[src/rtl/pcie_fetch_pkg.sv]
// Shared types and constants for the PCIe message fetch controller.
package pcie_fetch_pkg;

  localparam int unsigned HDR_W          = 128;
  localparam int unsigned LEN_W          = 12;
  localparam int unsigned DATA_W         = 256;
  localparam int unsigned SRAM_DEPTH_MAX = 1024;
  // Pointer storage width; any power-of-2 SRAM_DEPTH up to SRAM_DEPTH_MAX fits.
  localparam int unsigned ADDR_W         = $clog2(SRAM_DEPTH_MAX);

  localparam logic [2:0] AXI_SIZE_32B   = 3'd5;
  localparam logic [1:0] AXI_BURST_INCR = 2'b01;
  localparam logic [1:0] AXI_RESP_OKAY  = 2'b00;

  typedef enum logic [1:0] {ST_IDLE, ST_ADDR, ST_DATA} state_e;

  typedef struct packed {
    logic [HDR_W-1:0]  hdr;
    logic [ADDR_W-1:0] base;
    logic [LEN_W-1:0]  len;
  } desc_t;

  localparam int unsigned DESC_W = $bits(desc_t);

endpackage

[src/rtl/pcie_msg_fetch_ctrl_if.sv]
// Message-in, AXI AR/R and framed stream-out signals of the fetch controller.
// Optional stats outputs exist only when PCIE_FETCH_STATS_EN is defined.
interface pcie_msg_fetch_ctrl_if;
  logic                               msg_valid;
  logic [pcie_fetch_pkg::HDR_W-1:0]   msg_header;
  logic [pcie_fetch_pkg::LEN_W-1:0]   msg_length;
  logic                               axi_arvalid;
  logic [31:0]                        axi_araddr;
  logic [7:0]                         axi_arlen;
  logic [2:0]                         axi_arsize;
  logic [1:0]                         axi_arburst;
  logic                               axi_arready;
  logic                               axi_rvalid;
  logic [pcie_fetch_pkg::DATA_W-1:0]  axi_rdata;
  logic [1:0]                         axi_rresp;
  logic                               axi_rlast;
  logic                               axi_rready;
  logic                               out_valid;
  logic [pcie_fetch_pkg::DATA_W-1:0]  out_data;
  logic                               out_sof;
  logic                               out_eof;
  logic [pcie_fetch_pkg::HDR_W-1:0]   out_header;
  logic                               out_ready;
  logic                               desc_full;
  logic                               rd_err;
`ifdef PCIE_FETCH_STATS_EN
  logic [15:0]                        stat_fetched;
  logic [15:0]                        stat_dropped;
  logic [15:0]                        stat_rerr;
`endif

  // Controller side
  modport master (
    input  msg_valid, msg_header, msg_length,
    output axi_arvalid, axi_araddr, axi_arlen, axi_arsize, axi_arburst,
    input  axi_arready,
    input  axi_rvalid, axi_rdata, axi_rresp, axi_rlast,
    output axi_rready,
    output out_valid, out_data, out_sof, out_eof, out_header,
    input  out_ready,
    output desc_full, rd_err
`ifdef PCIE_FETCH_STATS_EN
    , output stat_fetched, stat_dropped, stat_rerr
`endif
  );

  // Environment side
  modport slave (
    output msg_valid, msg_header, msg_length,
    input  axi_arvalid, axi_araddr, axi_arlen, axi_arsize, axi_arburst,
    output axi_arready,
    output axi_rvalid, axi_rdata, axi_rresp, axi_rlast,
    input  axi_rready,
    input  out_valid, out_data, out_sof, out_eof, out_header,
    output out_ready,
    input  desc_full, rd_err
`ifdef PCIE_FETCH_STATS_EN
    , input stat_fetched, stat_dropped, stat_rerr
`endif
  );
endinterface

[src/rtl/pcie_msg_fetch_ctrl_desc_fifo.sv]
// Descriptor FIFO: synchronous, power-of-2 depth, head visible without a pop.
module pcie_desc_fifo #(
  parameter int unsigned WIDTH = 8,
  parameter int unsigned DEPTH = 4
) (
  input  logic             clk,
  input  logic             rst,
  input  logic             push,
  input  logic             pop,
  input  logic [WIDTH-1:0] din,
  output logic [WIDTH-1:0] head,
  output logic             full,
  output logic             empty
);

  localparam int unsigned IDX_W = (DEPTH > 1) ? $clog2(DEPTH) : 1;
  localparam int unsigned CNT_W = $clog2(DEPTH + 1);

  logic [WIDTH-1:0] mem [DEPTH];
  logic [IDX_W-1:0] wr_idx;
  logic [IDX_W-1:0] rd_idx;
  logic [CNT_W-1:0] count;

  assign full  = (count == CNT_W'(DEPTH));
  assign empty = (count == '0);
  assign head  = mem[rd_idx];

  // Storage array, written on push only
  always_ff @(posedge clk) begin
    if (push) mem[wr_idx] <= din;
  end

  // Pointers and occupancy; caller guarantees push is only raised when there is room
  always_ff @(posedge clk) begin
    if (rst) begin
      wr_idx <= '0;
      rd_idx <= '0;
      count  <= '0;
    end else begin
      if (push) wr_idx <= wr_idx + 1'b1;
      if (pop)  rd_idx <= rd_idx + 1'b1;
      if (push && !pop)      count <= count + 1'b1;
      else if (!push && pop) count <= count - 1'b1;
    end
  end

endmodule

[src/rtl/pcie_msg_fetch_ctrl.sv]
// Queues completed messages, reads their payload back over AXI in bursts that
// never cross the SRAM wrap, and forwards it as a framed stream.
// Optional feature macro: PCIE_FETCH_STATS_EN (saturating activity counters).
module pcie_msg_fetch_ctrl
  import pcie_fetch_pkg::*;
#(
  parameter int unsigned SRAM_DEPTH = 1024,
  parameter int unsigned DESC_DEPTH = 4,
  parameter int unsigned MAX_BURST  = 16,
  parameter logic [31:0] AXI_BASE   = 32'h0
) (
  input  logic                  clk,
  input  logic                  rst,
  pcie_msg_fetch_ctrl_if.master bus
);

  localparam logic [ADDR_W-1:0] PTR_MASK = ADDR_W'(SRAM_DEPTH - 1);

  state_e            state_q, state_d;
  logic [ADDR_W-1:0] wr_ptr_q;
  logic [ADDR_W-1:0] cur_ptr_q, cur_ptr_d;
  logic [LEN_W-1:0]  remain_q, remain_d;
  logic              first_q, first_d;
  logic              rd_err_q;
  desc_t             head, push_desc;
  logic              push, pop, full, empty;
  logic [12:0]       room, blen_w;
  logic [8:0]        blen;
  logic              in_addr, in_data, beat, eof_c;

  assign in_addr   = (state_q == ST_ADDR);
  assign in_data   = (state_q == ST_DATA);
  assign beat      = in_data && bus.axi_rvalid && bus.out_ready;
  assign eof_c     = bus.axi_rlast && (remain_q == 12'(blen));
  assign pop       = beat && eof_c;
  assign push      = bus.msg_valid && (bus.msg_length != '0) && (!full || pop);
  assign push_desc = '{hdr: bus.msg_header, base: wr_ptr_q, len: bus.msg_length};
  assign room      = 13'(SRAM_DEPTH) - 13'(cur_ptr_q);

  pcie_desc_fifo #(.WIDTH(DESC_W), .DEPTH(DESC_DEPTH)) u_fifo (
    .clk   (clk),
    .rst   (rst),
    .push  (push),
    .pop   (pop),
    .din   (push_desc),
    .head  (head),
    .full  (full),
    .empty (empty)
  );

  // Burst length: remaining beats, clipped to MAX_BURST and to the SRAM wrap
  always_comb begin
    blen_w = {1'b0, remain_q};
    if (blen_w > 13'(MAX_BURST)) blen_w = 13'(MAX_BURST);
    if (blen_w > room)           blen_w = room;
    blen = 9'(blen_w);
  end

  // Running SRAM write pointer; advances even for dropped messages
  always_ff @(posedge clk) begin
    if (rst)                wr_ptr_q <= '0;
    else if (bus.msg_valid) wr_ptr_q <= (wr_ptr_q + ADDR_W'(bus.msg_length)) & PTR_MASK;
  end

  // FSM and fetch-progress registers
  always_ff @(posedge clk) begin
    if (rst) begin
      state_q   <= ST_IDLE;
      cur_ptr_q <= '0;
      remain_q  <= '0;
      first_q   <= 1'b0;
    end else begin
      state_q   <= state_d;
      cur_ptr_q <= cur_ptr_d;
      remain_q  <= remain_d;
      first_q   <= first_d;
    end
  end

  // Next-state: load descriptor, issue AR, stream R, then re-arm or retire
  always_comb begin
    state_d   = state_q;
    cur_ptr_d = cur_ptr_q;
    remain_d  = remain_q;
    first_d   = first_q;
    case (state_q)
      ST_IDLE: begin
        if (!empty) begin
          cur_ptr_d = head.base;
          remain_d  = head.len;
          first_d   = 1'b1;
          state_d   = ST_ADDR;
        end
      end
      ST_ADDR: begin
        if (bus.axi_arready) state_d = ST_DATA;
      end
      ST_DATA: begin
        if (beat) begin
          first_d = 1'b0;
          if (bus.axi_rlast) begin
            cur_ptr_d = (cur_ptr_q + ADDR_W'(blen)) & PTR_MASK;
            remain_d  = remain_q - 12'(blen);
            state_d   = (remain_q == 12'(blen)) ? ST_IDLE : ST_ADDR;
          end
        end
      end
      default: state_d = ST_IDLE;
    endcase
  end

  // Sticky read-error flag
  always_ff @(posedge clk) begin
    if (rst)                                             rd_err_q <= 1'b0;
    else if (beat && (bus.axi_rresp != AXI_RESP_OKAY))   rd_err_q <= 1'b1;
  end

  // AR request from registered state; R stream passes straight through in DATA
  always_comb begin
    bus.axi_arvalid = in_addr;
    bus.axi_araddr  = in_addr ? (AXI_BASE + 32'({cur_ptr_q, 5'b0})) : '0;
    bus.axi_arlen   = in_addr ? 8'(blen - 9'd1) : '0;
    bus.axi_arsize  = in_addr ? AXI_SIZE_32B : '0;
    bus.axi_arburst = in_addr ? AXI_BURST_INCR : '0;
    bus.axi_rready  = in_data && bus.out_ready;
    bus.out_valid   = in_data && bus.axi_rvalid;
    bus.out_data    = in_data ? bus.axi_rdata : '0;
    bus.out_sof     = bus.out_valid && first_q;
    bus.out_eof     = bus.out_valid && eof_c;
    bus.out_header  = in_data ? head.hdr : '0;
    bus.desc_full   = full;
    bus.rd_err      = rd_err_q;
  end

`ifdef PCIE_FETCH_STATS_EN
  logic [15:0] fetched_q, dropped_q, rerr_q;

  // Saturating activity counters
  always_ff @(posedge clk) begin
    if (rst) begin
      fetched_q <= '0;
      dropped_q <= '0;
      rerr_q    <= '0;
    end else begin
      if (pop && (fetched_q != 16'hFFFF)) fetched_q <= fetched_q + 1'b1;
      if (bus.msg_valid && !push && (dropped_q != 16'hFFFF)) dropped_q <= dropped_q + 1'b1;
      if (beat && (bus.axi_rresp != AXI_RESP_OKAY) && (rerr_q != 16'hFFFF)) rerr_q <= rerr_q + 1'b1;
    end
  end

  assign bus.stat_fetched = fetched_q;
  assign bus.stat_dropped = dropped_q;
  assign bus.stat_rerr    = rerr_q;
`endif

endmodule

[src/flat_wrapper.sv]
// flat-port wrapper written by rule: the top's interface ports become plain ports
module pcie_msg_fetch_ctrl_flat import pcie_fetch_pkg::*;
#(
  parameter int unsigned SRAM_DEPTH = 1024,
  parameter int unsigned DESC_DEPTH = 4,
  parameter int unsigned MAX_BURST  = 16,
  parameter logic [31:0] AXI_BASE   = 32'h0
)
  (clk, rst, bus_msg_valid, bus_msg_header, bus_msg_length, bus_axi_arvalid, bus_axi_araddr, bus_axi_arlen, bus_axi_arsize, bus_axi_arburst, bus_axi_arready, bus_axi_rvalid, bus_axi_rdata, bus_axi_rresp, bus_axi_rlast, bus_axi_rready, bus_out_valid, bus_out_data, bus_out_sof, bus_out_eof, bus_out_header, bus_out_ready, bus_desc_full, bus_rd_err);
  pcie_msg_fetch_ctrl_if bus_i ();
  input  logic clk;
  input  logic rst;
  input wire logic [$bits(bus_i.msg_valid)-1:0] bus_msg_valid;
  input wire logic [$bits(bus_i.msg_header)-1:0] bus_msg_header;
  input wire logic [$bits(bus_i.msg_length)-1:0] bus_msg_length;
  output wire logic [$bits(bus_i.axi_arvalid)-1:0] bus_axi_arvalid;
  output wire logic [$bits(bus_i.axi_araddr)-1:0] bus_axi_araddr;
  output wire logic [$bits(bus_i.axi_arlen)-1:0] bus_axi_arlen;
  output wire logic [$bits(bus_i.axi_arsize)-1:0] bus_axi_arsize;
  output wire logic [$bits(bus_i.axi_arburst)-1:0] bus_axi_arburst;
  input wire logic [$bits(bus_i.axi_arready)-1:0] bus_axi_arready;
  input wire logic [$bits(bus_i.axi_rvalid)-1:0] bus_axi_rvalid;
  input wire logic [$bits(bus_i.axi_rdata)-1:0] bus_axi_rdata;
  input wire logic [$bits(bus_i.axi_rresp)-1:0] bus_axi_rresp;
  input wire logic [$bits(bus_i.axi_rlast)-1:0] bus_axi_rlast;
  output wire logic [$bits(bus_i.axi_rready)-1:0] bus_axi_rready;
  output wire logic [$bits(bus_i.out_valid)-1:0] bus_out_valid;
  output wire logic [$bits(bus_i.out_data)-1:0] bus_out_data;
  output wire logic [$bits(bus_i.out_sof)-1:0] bus_out_sof;
  output wire logic [$bits(bus_i.out_eof)-1:0] bus_out_eof;
  output wire logic [$bits(bus_i.out_header)-1:0] bus_out_header;
  input wire logic [$bits(bus_i.out_ready)-1:0] bus_out_ready;
  output wire logic [$bits(bus_i.desc_full)-1:0] bus_desc_full;
  output wire logic [$bits(bus_i.rd_err)-1:0] bus_rd_err;
  assign bus_i.msg_valid = bus_msg_valid;
  assign bus_i.msg_header = bus_msg_header;
  assign bus_i.msg_length = bus_msg_length;
  assign bus_axi_arvalid = bus_i.axi_arvalid;
  assign bus_axi_araddr = bus_i.axi_araddr;
  assign bus_axi_arlen = bus_i.axi_arlen;
  assign bus_axi_arsize = bus_i.axi_arsize;
  assign bus_axi_arburst = bus_i.axi_arburst;
  assign bus_i.axi_arready = bus_axi_arready;
  assign bus_i.axi_rvalid = bus_axi_rvalid;
  assign bus_i.axi_rdata = bus_axi_rdata;
  assign bus_i.axi_rresp = bus_axi_rresp;
  assign bus_i.axi_rlast = bus_axi_rlast;
  assign bus_axi_rready = bus_i.axi_rready;
  assign bus_out_valid = bus_i.out_valid;
  assign bus_out_data = bus_i.out_data;
  assign bus_out_sof = bus_i.out_sof;
  assign bus_out_eof = bus_i.out_eof;
  assign bus_out_header = bus_i.out_header;
  assign bus_i.out_ready = bus_out_ready;
  assign bus_desc_full = bus_i.desc_full;
  assign bus_rd_err = bus_i.rd_err;
  pcie_msg_fetch_ctrl #(.SRAM_DEPTH(SRAM_DEPTH), .DESC_DEPTH(DESC_DEPTH), .MAX_BURST(MAX_BURST), .AXI_BASE(AXI_BASE)) u_core (.clk(clk), .rst(rst), .bus(bus_i));
endmodule
[config.mk]
export PLATFORM = sky130hd
export DESIGN_NAME = pcie_msg_fetch_ctrl_flat
export DESIGN_NICKNAME = d
export VERILOG_FILES = /design/src/rtl/pcie_fetch_pkg.sv /design/src/rtl/pcie_msg_fetch_ctrl_if.sv /design/src/rtl/pcie_msg_fetch_ctrl_desc_fifo.sv /design/src/rtl/pcie_msg_fetch_ctrl.sv /design/src/flat_wrapper.sv
export SDC_FILE = /design/constraint.sdc
export NUM_CORES = 1
export LEC_CHECK = 0
export BUFFER_PORTS_ARGS = -buffer_cell sky130_fd_sc_hd__buf_2
export CAP_MARGIN = 25
export CORE_AREA = 2 2 325 327
export CTS_CLUSTER_SIZE = 16
export DETAILED_ROUTE_END_ITERATION = 10
export DIE_AREA = 0 0 327 329
export GPL_TIMING_DRIVEN = 0
export PLACE_DENSITY = 0.5
export SYNTH_ARGS = -nofsm -noshare
export SYNTH_HDL_FRONTEND = slang
export SYNTH_HIERARCHICAL = 1
export SYNTH_SLANG_ARGS = --single-unit
[constraint.sdc]
create_clock -name clk -period 19.8 [get_ports clk]
set_input_delay 1.98 -clock clk [delete_from_list [all_inputs] [get_ports clk]]
set_output_delay 1.98 -clock clk [all_outputs]
set_load 0.02 [all_outputs]
# == Yosys cells after proc, flatten, opt, wreduce, memory -nomap -nowiden ==
# Memories as Yosys holds them, arrays and structs flattened. A register that Yosys moved wholly into a read port is not among the register bits.
# Cells that the tools add are included.
# op_classes
n_lt_le_gt_ge,2
add_sub_neg,9
n_reduce_logical,25
muxes,31
n_eq_ne,8
# ops
operator,count
two-way mux 256 bit,1
two-way mux 128 bit,1
two-way mux 12 bit,4
two-way mux 10 bit,3
case mux 12 bit (2 select lines),1
case mux 10 bit (2 select lines),1
two-way mux 15 bit,1
> comparator 12 x 13 -> 1 bit,1
equality test 12 x 9 -> 1 bit,1
"> comparator 12 x 5 -> 1 bit, second input constant",1
logical AND 1 bit,12
two-way mux 2 bit,6
nonzero test 12 bit,1
"subtractor 11 x 10 -> 12 bit, first input constant",1
subtractor 12 x 9 -> 12 bit,1
adder 10 bit,1
adder 10 x 9 -> 10 bit,1
two-way mux 3 bit,3
two-way mux 9 bit,1
two-way mux 8 bit,1
"inequality test 2 bit, second input constant",4
AND reduction 4 bit,2
"subtractor 8 x 1 -> 8 bit, second input constant",1
two-way mux 1 bit,6
14 further kinds,19
# word_totals
register_bits,43
out_inout_bits,436
mem_count,1
inputBits,405
mem_bits_rw,600
word_cells,85
# mem_list
name,depth,word_bits,rd,rd_ports_with_merged_regs,write_ports,line_no,text
u_core.u_fifo.mem,4,150,1,1,1,pcie_msg_fetch_ctrl_desc_fifo.sv:19,logic [WIDTH-1:0] mem [DEPTH];

# == Depth between registers and ports, before layout ==
# logic_depth
ltp_word,13
ltp_mapped,25

# == Cells and area by module ==
# Netlist, hierarchy kept.
# modules_own_cells
module,seq_area_each_um2,n_inst,cells_each,area_each_um2
pcie_desc_fifo,18197.5,1,828,22056.2
pcie_msg_fetch_ctrl,720.7,1,949,6436.2

# == Worst setup path before layout ==
# No wires, ideal clock.
# synth_timing
kind,register to register
startpoint,register u_core.cur_ptr_q[0]
endpoint,memory u_core/u_fifo/mem[0][0] in the netlist's numbering (enable)
arrival_ps,7284
slack_ps,11989
required_time_ps,19273
path_stages_with_launch,20
n_path_buf,1
setup_time_ps,527
synth_period_minus_slack_ps,7811
path_cell_list,dfxtp_1 inv_1 ha_1 nor3b_1 xnor2_1 inv_1 ha_1 nand4_1 or3_1 o21ai_1 nor2_2 buf_2 o21bai_2 inv_2 ha_1 and3_1 nand4_1 o21ai_0 and3_1 and2_1
# synth_between
elab_chain_len,10
# synth_lines
item,line_no,text
from (decl),pcie_msg_fetch_ctrl.sv:21,"logic [ADDR_W-1:0] cur_ptr_q, cur_ptr_d;"
from (signal assigned),pcie_msg_fetch_ctrl.sv:74,cur_ptr_q <= cur_ptr_d;
subtractor 11 x 10 -> 12 bit (*),pcie_msg_fetch_ctrl.sv:38,assign room = 13'(SRAM_DEPTH) - 13'(cur_ptr_q);
> comparator 12 x 13 -> 1 bit,pcie_msg_fetch_ctrl.sv:55,if (blen_w > room) blen_w = room;
two-way mux 9 bit (*),pcie_msg_fetch_ctrl.sv:55,
equality test 12 x 9 -> 1 bit (*),pcie_msg_fetch_ctrl.sv:34,assign eof_c = bus.axi_rlast && (remain_q == 12'(blen));
logical AND 1 bit (*),pcie_msg_fetch_ctrl.sv:34,
logical AND 1 bit (*),pcie_msg_fetch_ctrl.sv:35,assign pop = beat && eof_c;
logical OR 1 bit (*),pcie_msg_fetch_ctrl.sv:36,assign push = bus.msg_valid && (bus.msg_length != '0) && (!full || pop);
logical AND 1 bit (*),pcie_msg_fetch_ctrl.sv:36,
net u_core.push,pcie_msg_fetch_ctrl.sv:26,"logic push, pop, full, empty;"
two-way mux 1 bit (*),pcie_msg_fetch_ctrl_desc_fifo.sv:30,if (push) mem[wr_idx] <= din;
two-way mux 1 bit (not written as such) (*),pcie_msg_fetch_ctrl_desc_fifo.sv:30,
to (decl),pcie_msg_fetch_ctrl_desc_fifo.sv:19,
# Mark *: on every way through the listed nets, which the timed path passes. The rest lies on a longest branch.

# == Worst setup path after layout ==
# layout_timing
startpoint,register u_core.cur_ptr_q[0]
endpoint,output bus_out_eof
# layout_between
elab_chain_len,6
# layout_lines
item,line_no,text
subtractor 11 x 10 -> 12 bit (*),pcie_msg_fetch_ctrl.sv:38,
> comparator 12 x 13 -> 1 bit,pcie_msg_fetch_ctrl.sv:55,
two-way mux 9 bit (*),pcie_msg_fetch_ctrl.sv:55,
equality test 12 x 9 -> 1 bit (*),pcie_msg_fetch_ctrl.sv:34,
logical AND 1 bit (*),pcie_msg_fetch_ctrl.sv:34,
logical AND 1 bit (*),pcie_msg_fetch_ctrl.sv:129,bus.out_eof = bus.out_valid && eof_c;
to (decl),flat_wrapper.sv:30,output wire logic [$bits(bus_i.out_eof)-1:0] bus_out_eof;
# Mark *: on every way between the ends. The rest lies on a longest branch, timed or not.

==> impl_metrics.json <==
{
  "grt_usage_pct": 22.10,
  "setup_viol": 0,
  "ys_seq_area_share_pct": 66.40,
  "synth.distinct_cells": 66,
  "critPathKind": "reg -> out",
  "fin_area_sq_um": 37180,
  "postRouteAntennaNets": 0,
  "core-area_sq_um": 104400,
  "dp_hpwl_microns": 99480,
  "rows": 119,
  "yosysMostFrequentCell": "edfxtp_1",
  "place_area_sq_um": 34830,
  "fin_crit_sh_pct": 38.99,
  "syn_area_per_cell_sq_um": 16.03,
  "insertion_delay_ps": 620,
  "synth_area_leaders": "edfxtp_1 (63%), mux4_2 (12%), and2_1 (8.7%)",
  "die_area_sq_um": 107600,
  "worstSetupEndpointType": "output port",
  "ys.flop_type": "edfxtp_1",
  "place_ws_ps": 12710,
  "syn_to_final_growth_pct": 30.51,
  "die_y_microns": 329,
  "fillers": 10300,
  "synth_area_sq_um": 28490,
  "grt_pass1_wl_microns": 163800,
  "start_kind": "flop",
  "grt_pass1_vias": 20080,
  "fin_nets": 3165,
  "gp_congestion": 1.098,
  "routed_wl_microns": 123300,
  "initial_core_util_pct": 27.30,
  "regToRegSetupSlack_ps": 13010,
  "antenna_found_initial": 67,
  "ys_ff_latch": 645,
  "grt_max_degree": 52,
  "cts_setup_buffers": 0,
  "dr.pass1.iters": 4,
  "drv_cap": 0,
  "num_vias": 19420,
  "die-width_microns": 327,
  "cts_hold_buf": 0,
  "status": "finished clean",
  "place.port_buffers": 816,
  "clockBufferDepth": 3,
  "rsz0062_at_grt": "false",
  "fin_crit_ps": 7720,
  "synthCells": 1777,
  "ys.warnings.count": 6,
  "maxSlewViolCount": 0,
  "drtIter0Drc": 1306,
  "whs_ps": 465.6,
  "grt-ovfl-total": 0,
  "clk_pin_slew_worst_paths_ps": 70,
  "p_leak_nw": 14.77,
  "cts-resized-gates": 0,
  "worst_slew_pin_slew_ps": 964.6,
  "power_density_nw_per_um2": 112.6,
  "arrival_ps": 5740,
  "synth_top_cell_by_area": "edfxtp_1",
  "hp-class": "reg -> reg",
  "cts_tree": "yes",
  "cts-root-buf": "clkbuf_16",
  "skew_ps": 30.10,
  "max_freq_mhz": 129.5,
  "vias_per_cell": 4.616,
  "layout-drive-gt1-share_pct": 41.75,
  "cp.required_ps": 17820,
  "final.setup.tns_ps": 0,
  "critPathMaxFanout": 10,
  "clock-sinks": 645,
  "slew_headroom_pct": 35.56,
  "synth_edf_count": 600,
  "htreeDepth": 3,
  "netlist.area_leader.share_pct": 63.24,
  "drc_errors": 0,
  "hold_viol": 0,
  "numCtsBuffers": 71,
  "ys_top_cells_by_count": "edfxtp_1 (600), and2_1 (398), mux4_2 (150)",
  "setup_ws_ps": 12080,
  "ir_drop_v": 0.00006952,
  "synthArstFlopShare_pct": 0,
  "wl_per_cell_microns": 29.30,
  "io_pins": 841
}
-- layout make-up --
type / instances / area, sq um / area share [%]
Clock inverter: 34 / 312.8 / 0.8412
Sequential cell: 645 / 18920 / 50.88
Buffer: 122 / 665.6 / 1.790
Timing Repair Buffer: 832 / 4479 / 12.05
Tap cell: 1391 / 1740 / 4.681
Inverter: 36 / 135.1 / 0.3634
Multi-Input combinational cell: 1003 / 8892 / 23.91
Clock buffer: 92 / 1908 / 5.131
Antenna cell: 53 / 132.6 / 0.3567
-- kinds of logic (layout without fill, tap and decap cells) --
| family | count (synthesis) | after routing | synth area share (%) |
|---|---|---|---|
| other | 1 | 83 | 0.01316 |
| adder cells (fa/ha/maj) | 49 | 49 | 2.257 |
| multiplexers | 160 | 160 | 12.21 |
| XOR/XNOR | 30 | 30 | 0.9222 |
| AO/OA/AOI/OAI | 132 | 132 | 3.083 |
| flip-flops | 645 | 645 | 66.40 |
| buffers and inverters | 158 | 1116 | 2.810 |
| AND/OR/NAND/NOR | 602 | 602 | 12.31 |
-- final timing paths --
kind	startpoint	endpoint	cells after the start
setup / recovery	u_core/cur_ptr_q[0]$_SDFFE_PP0P_	bus_out_eof	18
setup reg to reg	u_core/cur_ptr_q[0]$_SDFFE_PP0P_	u_core/u_fifo/mem[2][58]$_DFFE_PP_	21
hold / removal	u_core/bus.rd_err$_SDFFE_PP0P_	u_core/bus.rd_err$_SDFFE_PP0P_	2
hold reg to reg	u_core/bus.rd_err$_SDFFE_PP0P_	u_core/bus.rd_err$_SDFFE_PP0P_	2
-- routing by layer --
| metal | wire (microns) | vias up | track usage (%) |
|---|---|---|---|
| li1 | - | 8568 | - |
| met1 | 43740 | 9806 | 23.41 |
| met2 | 63150 | 780 | 39.36 |
| met3 | 9005 | 229 | 6.534 |
| met4 | 7132 | 40 | 12.23 |
| met5 | 254 | - | 0 |
-- state kept, by name (all words and copies together), names as in the netlist, named ones only --
register,flops
u_core/cur_ptr_q,10
u_core/remain_q,12
u_core/first_q,1
u_core/u_fifo/count,3
u_core/bus.rd_err,1
u_core/state_q,2
u_core/u_fifo/mem,600
u_core/u_fifo/wr_idx,2
u_core/u_fifo/rd_idx,2
u_core/wr_ptr_q,10
-- where the power goes --
group          switching (mW)  internal (mW)  leakage, nW  total [mW]
Clock                   0.525          0.746         1.09        1.27
Sequential             0.0553           1.63         5.88        1.68
Combinational           0.781          0.453         7.80        1.23
-- critical path, stage by stage (launching register included) --
cell      delay, ps
dfxtp_1         510
inv_1           160
ha_1            340
nor3b_1         190
xnor2_1         350
inv_1           150
ha_1            330
nand4_1         130
nor3b_1          70
nor4_2          660
nor2_2          240
buf_2           270
o21bai_2        210
inv_2            60
ha_1            330
and3_1          280
nand4_1         180
nor2_1          400
buf_2           260
-- through the flow --
stage	cells	power [mW]	utilization, %
floorplan	1806	2.491	-
global placement	4013	2.915	32.98
detailed placement	4029	2.926	33.37
CTS	4155	4.218	35.50
global route	4195	4.376	35.60
finish	4208	4.187	35.63
-- placed cells by master, fill, tap and decap left out, types with 8 or more instances in the layout --
| master | Yosys | routed |
|---|---|---|
| a211oi_1 | 16 | 16 |
| a21oi_1 | 30 | 30 |
| a311oi_1 | 8 | 8 |
| and2_1 | 398 | 394 |
| buf_16 | 0 | 13 |
| buf_2 | 19 | 835 |
| buf_4 | 27 | 28 |
| buf_6 | 11 | 11 |
| clkbuf_1 | 61 | 79 |
| clkbuf_16 | 0 | 73 |
| clkinv_1 | 0 | 11 |
| clkinv_2 | 0 | 12 |
| conb_1 | 1 | 30 |
| dfxtp_1 | 45 | 45 |
| diode_2 | 0 | 53 |
| edfxtp_1 | 600 | 600 |
| ha_1 | 45 | 45 |
| inv_1 | 34 | 34 |
| mux2i_1 | 10 | 10 |
| mux4_2 | 150 | 150 |
| nand2_1 | 41 | 41 |
| nand3_1 | 13 | 13 |
| nand3b_1 | 8 | 8 |
| nor2_1 | 71 | 71 |
| nor2b_1 | 8 | 8 |
| nor3_1 | 18 | 18 |
| o21ai_0 | 30 | 30 |
| or3_1 | 9 | 9 |
| xnor2_1 | 18 | 18 |
| xor2_1 | 12 | 12 |
Power figures use the tool's default switching activity.
